### src/rtl/ps2_keyevent.sv
// ps2_keyevent: folds PS/2 scan-code prefixes into key events and queues them in a small FIFO.
// Rev 1.0 - initial release.
`default_nettype none

module ps2_keyevent #(
  parameter int SYNC_STAGES = 2,
  parameter int FIFO_AW     = 2
) (
  input  logic               i_clock,
  input  logic               reset,
  input  logic               i_scan_ready,
  input  logic [7:0]         i_scan_code,
  output logic               o_valid,
  input  logic               i_ready,
  output logic [7:0]         o_key,
  output logic               o_break,
  output logic               o_extended,
  output logic               o_shift,
  output logic               o_shift_now,
  output logic               o_overflow,
  output logic [FIFO_AW:0]   o_level
);

  localparam int DEPTH = 1 << FIFO_AW;

  typedef enum logic [2:0] {
    S_IDLE   = 3'd0,
    S_EXT    = 3'd1,
    S_BRK    = 3'd2,
    S_EXTBRK = 3'd3,
    S_SKIP   = 3'd4
  } state_t;

  logic [SYNC_STAGES-1:0] r_sync;
  logic                   r_hist;
  logic                   w_strobe;

  state_t     r_state, w_state_nxt;
  logic [2:0] r_skip, w_skip_nxt;
  logic       w_emit;
  logic [7:0] w_key;
  logic       w_brk;
  logic       w_ext;

  logic r_lshift, r_rshift;
  logic w_lshift_nxt, w_rshift_nxt, w_shift_nxt;

  logic [10:0]      r_mem [DEPTH];
  logic [FIFO_AW:0] r_wptr, r_rptr;
  logic             r_overflow;
  logic             w_empty, w_full, w_pop, w_push;
  logic [10:0]      w_head;

  // scan_code needs no synchroniser: it is stable for the whole ready-high window.
  always_ff @(posedge i_clock or posedge reset) begin
    if (reset) begin
      r_sync <= '0;
      r_hist <= 1'b0;
    end else begin
      r_sync <= {r_sync[SYNC_STAGES-2:0], i_scan_ready};
      r_hist <= r_sync[SYNC_STAGES-1];
    end
  end

  assign w_strobe = r_sync[SYNC_STAGES-1] & ~r_hist;

  always_ff @(posedge i_clock or posedge reset) begin
    if (reset) begin
      r_state <= S_IDLE;
      r_skip  <= 3'd0;
    end else begin
      r_state <= w_state_nxt;
      r_skip  <= w_skip_nxt;
    end
  end

  always_comb begin
    w_state_nxt = r_state;
    w_skip_nxt  = r_skip;
    w_emit      = 1'b0;
    w_key       = i_scan_code;
    w_brk       = 1'b0;
    w_ext       = 1'b0;
    if (w_strobe) begin
      case (r_state)
        S_IDLE: begin
          case (i_scan_code)
            8'hE0: w_state_nxt = S_EXT;
            8'hF0: w_state_nxt = S_BRK;
            8'hE1: begin
              w_state_nxt = S_SKIP;
              w_skip_nxt  = 3'd7;
            end
            // Keyboard status/acknowledge bytes, not key codes.
            8'h00, 8'hAA, 8'hEE, 8'hFA, 8'hFC, 8'hFE, 8'hFF: w_state_nxt = S_IDLE;
            default: w_emit = 1'b1;
          endcase
        end
        S_EXT: begin
          case (i_scan_code)
            8'hF0: w_state_nxt = S_EXTBRK;
            8'hE0: w_state_nxt = S_EXT;
            default: begin
              w_emit      = 1'b1;
              w_ext       = 1'b1;
              w_state_nxt = S_IDLE;
            end
          endcase
        end
        S_BRK: begin
          w_emit      = 1'b1;
          w_brk       = 1'b1;
          w_state_nxt = S_IDLE;
        end
        S_EXTBRK: begin
          w_emit      = 1'b1;
          w_brk       = 1'b1;
          w_ext       = 1'b1;
          w_state_nxt = S_IDLE;
        end
        S_SKIP: begin
          w_skip_nxt = r_skip - 3'd1;
          if (r_skip == 3'd1) begin
            w_emit      = 1'b1;
            w_key       = 8'hE1;
            w_state_nxt = S_IDLE;
          end
        end
        default: w_state_nxt = S_IDLE;
      endcase
    end
  end

  // Extended 12/59 are print-screen fakes and must not disturb shift.
  always_comb begin
    w_lshift_nxt = r_lshift;
    w_rshift_nxt = r_rshift;
    if (w_emit && !w_ext && (w_key == 8'h12)) w_lshift_nxt = ~w_brk;
    if (w_emit && !w_ext && (w_key == 8'h59)) w_rshift_nxt = ~w_brk;
  end

  assign w_shift_nxt = w_lshift_nxt | w_rshift_nxt;

  always_ff @(posedge i_clock or posedge reset) begin
    if (reset) begin
      r_lshift <= 1'b0;
      r_rshift <= 1'b0;
    end else begin
      r_lshift <= w_lshift_nxt;
      r_rshift <= w_rshift_nxt;
    end
  end

  assign w_empty = (r_wptr == r_rptr);
  assign w_full  = (r_wptr[FIFO_AW] != r_rptr[FIFO_AW]) &&
                   (r_wptr[FIFO_AW-1:0] == r_rptr[FIFO_AW-1:0]);
  assign w_pop   = ~w_empty & i_ready;
  assign w_push  = w_emit & (~w_full | w_pop);

  always_ff @(posedge i_clock or posedge reset) begin
    if (reset) begin
      r_wptr     <= '0;
      r_rptr     <= '0;
      r_overflow <= 1'b0;
    end else begin
      if (w_push) r_wptr <= r_wptr + 1'b1;
      if (w_pop)  r_rptr <= r_rptr + 1'b1;
      if (w_emit && w_full && !w_pop) r_overflow <= 1'b1;
    end
  end

  always_ff @(posedge i_clock) begin
    if (w_push) r_mem[r_wptr[FIFO_AW-1:0]] <= {w_key, w_brk, w_ext, w_shift_nxt};
  end

  // Gate the head with valid so stale memory never shows on the outputs.
  assign w_head      = w_empty ? 11'd0 : r_mem[r_rptr[FIFO_AW-1:0]];
  assign o_valid     = ~w_empty;
  assign o_key       = w_head[10:3];
  assign o_break     = w_head[2];
  assign o_extended  = w_head[1];
  assign o_shift     = w_head[0];
  assign o_shift_now = r_lshift | r_rshift;
  assign o_overflow  = r_overflow;
  assign o_level     = r_wptr - r_rptr;

endmodule

`default_nettype wire
### config.mk
export PLATFORM = sky130hd
export DESIGN_NAME = ps2_keyevent
export DESIGN_NICKNAME = d
export VERILOG_FILES = /design/src/rtl/ps2_keyevent.sv
export SDC_FILE = /design/constraint.sdc
export NUM_CORES = 1
export LEC_CHECK = 0
export BUFFER_PORTS_ARGS = -buffer_cell sky130_fd_sc_hd__buf_2
export CORE_MARGIN = 2
export CORE_UTILIZATION = 50
export DETAILED_ROUTE_END_ITERATION = 16
export GPL_TIMING_DRIVEN = 1
export PLACE_DENSITY = 0.69
export SKIP_CTS_REPAIR_TIMING = 1
export SLEW_MARGIN = 20
export SYNTH_ARGS = -nofsm -noshare
export SYNTH_HDL_FRONTEND = slang
export SYNTH_SLANG_ARGS = --single-unit
### constraint.sdc
create_clock -name i_clock -period 2.9 [get_ports i_clock]
set_input_delay 0.29 -clock i_clock [delete_from_list [all_inputs] [get_ports i_clock]]
set_output_delay 0.29 -clock i_clock [all_outputs]
set_load 0.05 [all_outputs]
### Word-level counts from Yosys, hierarchy flattened

Memory sizes are Yosys's and may differ from the RTL's.
Cells that the tools add are included.

| cells by class | value |
|---|---|
| add/subtract/negate cells | 4 |
| equal/unequal tests | 22 |
| multiplexer cells | 23 |
| bitwise operators | 10 |
| reduce and logical (&&, ||, !) cells | 17 |

Operators by type and width:

| kind | number |
|---|---|
| $eq 8x8->1 const B | 9 |
| $mux 8 | 3 |
| $pmux 3 s4 | 1 |
| $mux 1 | 11 |
| $mux 11 | 1 |
| $reduce_or 10->1 | 1 |
| $pmux 3 s3 | 1 |
| $eq 8x5->1 const B | 1 |
| $eq 8x7->1 const B | 1 |
| $logic_not 8->1 | 1 |
| $reduce_or 7->1 | 1 |
| $add 3x1->3 const B | 2 |
| $eq 3x1->1 const B | 2 |
| $eq 3x2->1 const B | 2 |
| $logic_and 1x1->1 | 6 |
| $mux 3 | 2 |
| $pmux 3 s2 | 1 |
| $reduce_and 3->1 | 2 |
| $ne 5x3->1 const B | 1 |
| $not 1->1 | 4 |
| $pmux 1 s4 | 1 |
| $pmux 2 s2 | 1 |
| $reduce_or 2->1 | 2 |
| $and 1x1->1 | 3 |
| other kinds (13) | 16 |

| storage, ports and cells | value |
|---|---|
| register bits | 18 |
| RAM bits | 44 |
| output and inout bits | 17 |
| memories | 1 |

Memories:

| memory | words | bits a word | rd ports | clocked after Yosys merged registers in | wr ports | RTL line | RTL |
|---|---|---|---|---|---|---|---|
| r_mem | 4 | 11 | 1 | 0 | 1 | 48 | `logic [10:0] r_mem [DEPTH];` |

### Depth between registers and ports, before layout

| depth | value |
|---|---|
| depth after elaboration | 10 |
| depth in mapped cells | 8 |
| mapped depth without buffers | 8 |

### Worst setup path before layout

OpenSTA, ideal clock, no wires.

| timing path | value |
|---|---|
| path type | flip-flop to output port |
| from | register r_rptr[1] |
| to | output port o_break |
| data arrival time | 2349 ps |
| setup slack | 261 ps |
| stages on the path, launching flop included | 7 |
| path buffers | 2 |
| cell sequence | dfrtp_1 -> clkbuf_1 -> inv_1 -> ha_1 -> nand3_1 -> clkbuf_1 -> and2_1 |

| on the way | value |
|---|---|
| cells in the longest elaborated chain, start to end | 2 |
| elaborated cells between the ends (all ways) | 3 |
| those cells by class | eq/ne: 1; mux: 1; memory: 1 |

Ends and longest elaborated chain:

| item | RTL line | RTL |
|---|---|---|
| start, declared | 49 | `logic [FIFO_AW:0] r_wptr, r_rptr;` |
| start signal, assigned | 167 | `if (w_pop) r_rptr <= r_rptr + 1'b1;` |
| $mem_v2 4x11 or $eq 3x3->1 (tied branches) | -- |  |
| $mux 11 * | 177 | `assign w_head = w_empty ? 11'd0 : r_mem[r_rptr[FIFO_AW-1:0]];` |
| end, declared | 16 | `output logic o_break,` |

Mark *: on every way between the ends. The rest lies on a longest branch, timed or not.

### Final worst setup path

| timing path | value |
|---|---|
| from | register r_state[2] |
| to | memory r_mem[2][5], enable pin |

| on the way | value |
|---|---|
| cells in the longest elaborated chain, start to end | 7 |
| elaborated cells between the ends (all ways) | 11 |
| those cells by class | eq/ne: 4; mux: 4; bitwise: 1; reduce/logical: 2 |

Ends and longest elaborated chain:

| item | RTL line | RTL |
|---|---|---|
| start, declared | 38 | `state_t r_state, w_state_nxt;` |
| start signal, assigned | 72 | `r_state <= w_state_nxt;` |
| $eq 3x2->1 | 85 | `case (r_state)` |
| $reduce_or 2->1 (no line) | -- |  |
| $pmux 1 s4 * | 85 |  |
| $mux 1 * | 84 | `if (w_strobe) begin` |
| $and 1x1->1 * | 158 | `assign w_push = w_emit & (~w_full \| w_pop);` |
| $mux 1 * | 173 | `if (w_push) r_mem[r_wptr[FIFO_AW-1:0]] <= {w_key, w_brk, w_ext, w_shift_nxt};` |
| $mux 1 (implied by the code) * | 173 |  |
| end, declared | 48 |  |

Marks and branches as above.

==> run summary <==
Fillers = 445
Port buffer count = 28
Sequential power share = 30.3%
Initial antenna violation count = 0
Post-synth EDFFs = 44
Largest area contributor in the netlist = edfxtp_1
Post-Synth Adder-Cell Area = 4.513%
Synth top area share = 44.96%
Clock latency reported for the late side of the worst-skew pair = 0.33 ns
Initial core utilization = 52.41%
Max cap viols = 0
Placed cell areas = 3206 um^2
Main synth FF type = edfxtp_1
First-pass GRT wire length = 8666 um
Critical-path cell list = or3_1 > or3_4 > o21a_4 > nor3_4 > and2_1
Vias = 1763
Required @ worst endpoint = 2.87 ns
Row Count = 27
Critical Path Slowest Stage Cell = and2_1
Final GP Congestion = 0.9066
Synth top area cells = edfxtp_1, dfrtp_1, mux4_2, and2_1, ha_1
DRC = 0
Sequential share of the synthesized area = 60.28%
Crit-path max FO = 11
Post-synthesis xor/xnor area fraction = 2.086%
DRC marker count from the first detailed-route iteration = 120
CP Data Arrival Time = 2.56 ns
DP Cell Count = 309
Max VDD drop = 0.6405 mV
Cells after synthesis = 205
Worst hold path class = input port to async pin
WL per Instance = 16.12 um
Number of I/O pins = 29
DP Worst Slack = 0.3070 ns
Ys async rst share = 29.03%
PnR Total Power = 3.750 mW
Fin crit period = 2.590 ns
CP Class = flop to flop
Clock Pin Slew Worst Setup and Hold Paths = 0.07 ns
Max frequency = 386.2 MHz
Cell with the most instances after synthesis = edfxtp_1
Pins Over Slew Limit = 0
Int Pwr = 2.113 mW
Crit. End Element = flop
Synth-to-Final Area Change = 16.35%
Combinational family with the most area after synthesis = simple AND/OR/NAND/NOR gates
Finish-stage setup viols = 0
Multiplexer share of the synthesized area = 9.962%
DIE WIDTH = 80.67 um
Sw Ratio = 43.64%
Status = complete, no violations
Startpoint Class = flop
GR Overflow Total = 0
CP max stage delay = 0.48 ns
Netlist cell types = 45
Core area = 5608 um^2
CTS sink cnt = 62
Logic pwr share = 48.0%
First-pass DRT Iterations = 4
Yosys warnings = 0
Net count after synthesis = 227
Setup TNS Final = 0 ns
Nets@finish = 270
Net Sw Power = 1.636 mW
H-tree depth = 3
Clk pwr share = 21.7%
Max clock buf depth = 2
HPWL after detailed placement = 3665 um
PD cells = 1097 nW/um^2
CTS root buf = clkbuf_8
Die Y = 80.67 um
Vias in the first global route = 1769
Static leakage = 1.339 nW
Total GRT Usage = 18.59%
Total CTS buffers = 9
Design area = 3420 um^2
Largest net degree at the start of global routing = 19
Worst-margin pin slew = 0.7387 ns
Fraction of layout cells with a size suffix above 1 = 28.85%
Worst r2r src = r_state[2]$_DFFE_PP0P_
Cells on worst reg2reg path = 5
Diode count = 0
Tcrit/Tclk final = 89.30%
RSZ-0062 raised after global routing = no
Routed wire length = 5239 um
Max-slew headroom = 50.37%
Flops & latches, synth = 62
Top post-synthesis cells by count = edfxtp_1, and2_1, dfrtp_1, mux4_2, nand2_1
Final Non-Filler Cells = 325
Synthesized area per cell = 14.34 um^2
Final setup margin = 0.3104 ns
Vias/cell = 5.425
Final Hold Fails = 0
ANT nets after route = 0
Compound-Gate Fraction of Synth Area = 5.407%
Mapped Area = 2939 um^2
R2R Setup Slk = 0.31 ns
Total die area = 6508 um^2
Simple-gate share of the synthesized area = 15.79%
R2R Path End = r_mem[2][5]$_DFFE_PP_
Skew final = 0.01004 ns
CTS tree = built
worst max path at each step:
stage          slack [ns]  cells after the start               endpoint                    from
6_report             0.31                      5  r_mem[2][5]$_DFFE_PP_  r_state[2]$_DFFE_PP0P_
5_1_grt              0.16                      5  r_mem[2][2]$_DFFE_PP_  r_state[2]$_DFFE_PP0P_
3_5_place_dp         0.31                      5  r_mem[2][6]$_DFFE_PP_  r_state[2]$_DFFE_PP0P_
4_1_cts              0.29                      5  r_mem[2][2]$_DFFE_PP_  r_state[2]$_DFFE_PP0P_
2_1_floorplan        0.26                      6                o_break   r_rptr[1]$_DFFE_PP0P_
3_3_place_gp         0.37                      5  r_mem[2][5]$_DFFE_PP_  r_state[2]$_DFFE_PP0P_
per-layer routing:
layer	vias up	global-route usage (%)	wire length, um
met1	867	21.98	2257
met4	0	8.644	71
li1	854	-	-
met3	8	3.708	190
met2	34	32.50	2719
met5	-	0	0
through the flow:
stage / util (%) / hold slack [ns]
after CTS: 60.98 / 0.05274
after detailed placement: 57.16 / 0.3387
final: 60.98 / 0.05201
after global routing: 60.98 / 0.05303
after floorplan: - / 0.2286
after global placement: 57.16 / 0.3362
registers in the layout (all words and copies together), names as in the netlist:
signal,count
r_rptr,3
o_overflow,1
r_sync,2
r_state,3
r_lshift,1
r_rshift,1
r_skip,3
r_wptr,3
r_hist,1
r_mem,44
cells in the final DEF (no fill, tap or decap), drive strengths merged, types with 2 or more instances in the layout:
master,n
clkinv,3
mux4,11
and2b,2
dfrtp,18
mux2,4
o31ai,2
xor2,2
clkbuf,10
nor4,2
a2111oi,2
nor2b,2
nand4b,2
nand2,11
xnor2,5
a21oi,6
or4,3
buf,36
nand2b,6
or3,2
bufinv,2
a21o,3
ha,9
edfxtp,44
and2,18
nand3,4
nor3,6
o21a,2
o21ai,6
inv,9
nor2,10
area by class of cell:
cell class,count,area [um^2],area share (%)
clock buffers,10,127.6,3.732
clock inverters,6,86.33,2.525
inverters,9,33.78,0.9879
multi-input cells,130,1110,32.46
flip-flops and latches,62,1772,51.81
well taps,72,90.09,2.634
repair buffers,36,200.2,5.854
power groups by stage:
stage          clock network (mW)  registers [mW]  logic, mW
6_report                    0.815            1.14       1.80
4_1_cts                     0.830            1.14       1.83
3_3_place_gp                    0            1.15       1.81
3_5_place_dp                    0            1.16       1.83
5_1_grt                     0.868            1.15       1.94
2_1_floorplan                   0            1.18       1.42
cells by family (layout without fill, tap and decap cells):
group | count (synthesis) | count (layout)
AOI/OAI and AO/OA | 24 | 24
xor gates and xnor gates | 7 | 7
adders and majority gates | 10 | 10
buffers and inverters | 13 | 61
DFF | 62 | 62
muxes | 15 | 15
and+or+nand+nor | 74 | 74
worst max-delay path: cells and delay by family, from the launching register on:
kind / cells / cell delay (ns)
AO/OA/AOI/OAI: 1 / 0.26
flip-flops: 1 / 0.44
AND/OR/NAND/NOR: 4 / 1.53
(Power assumes the default switching activity.)
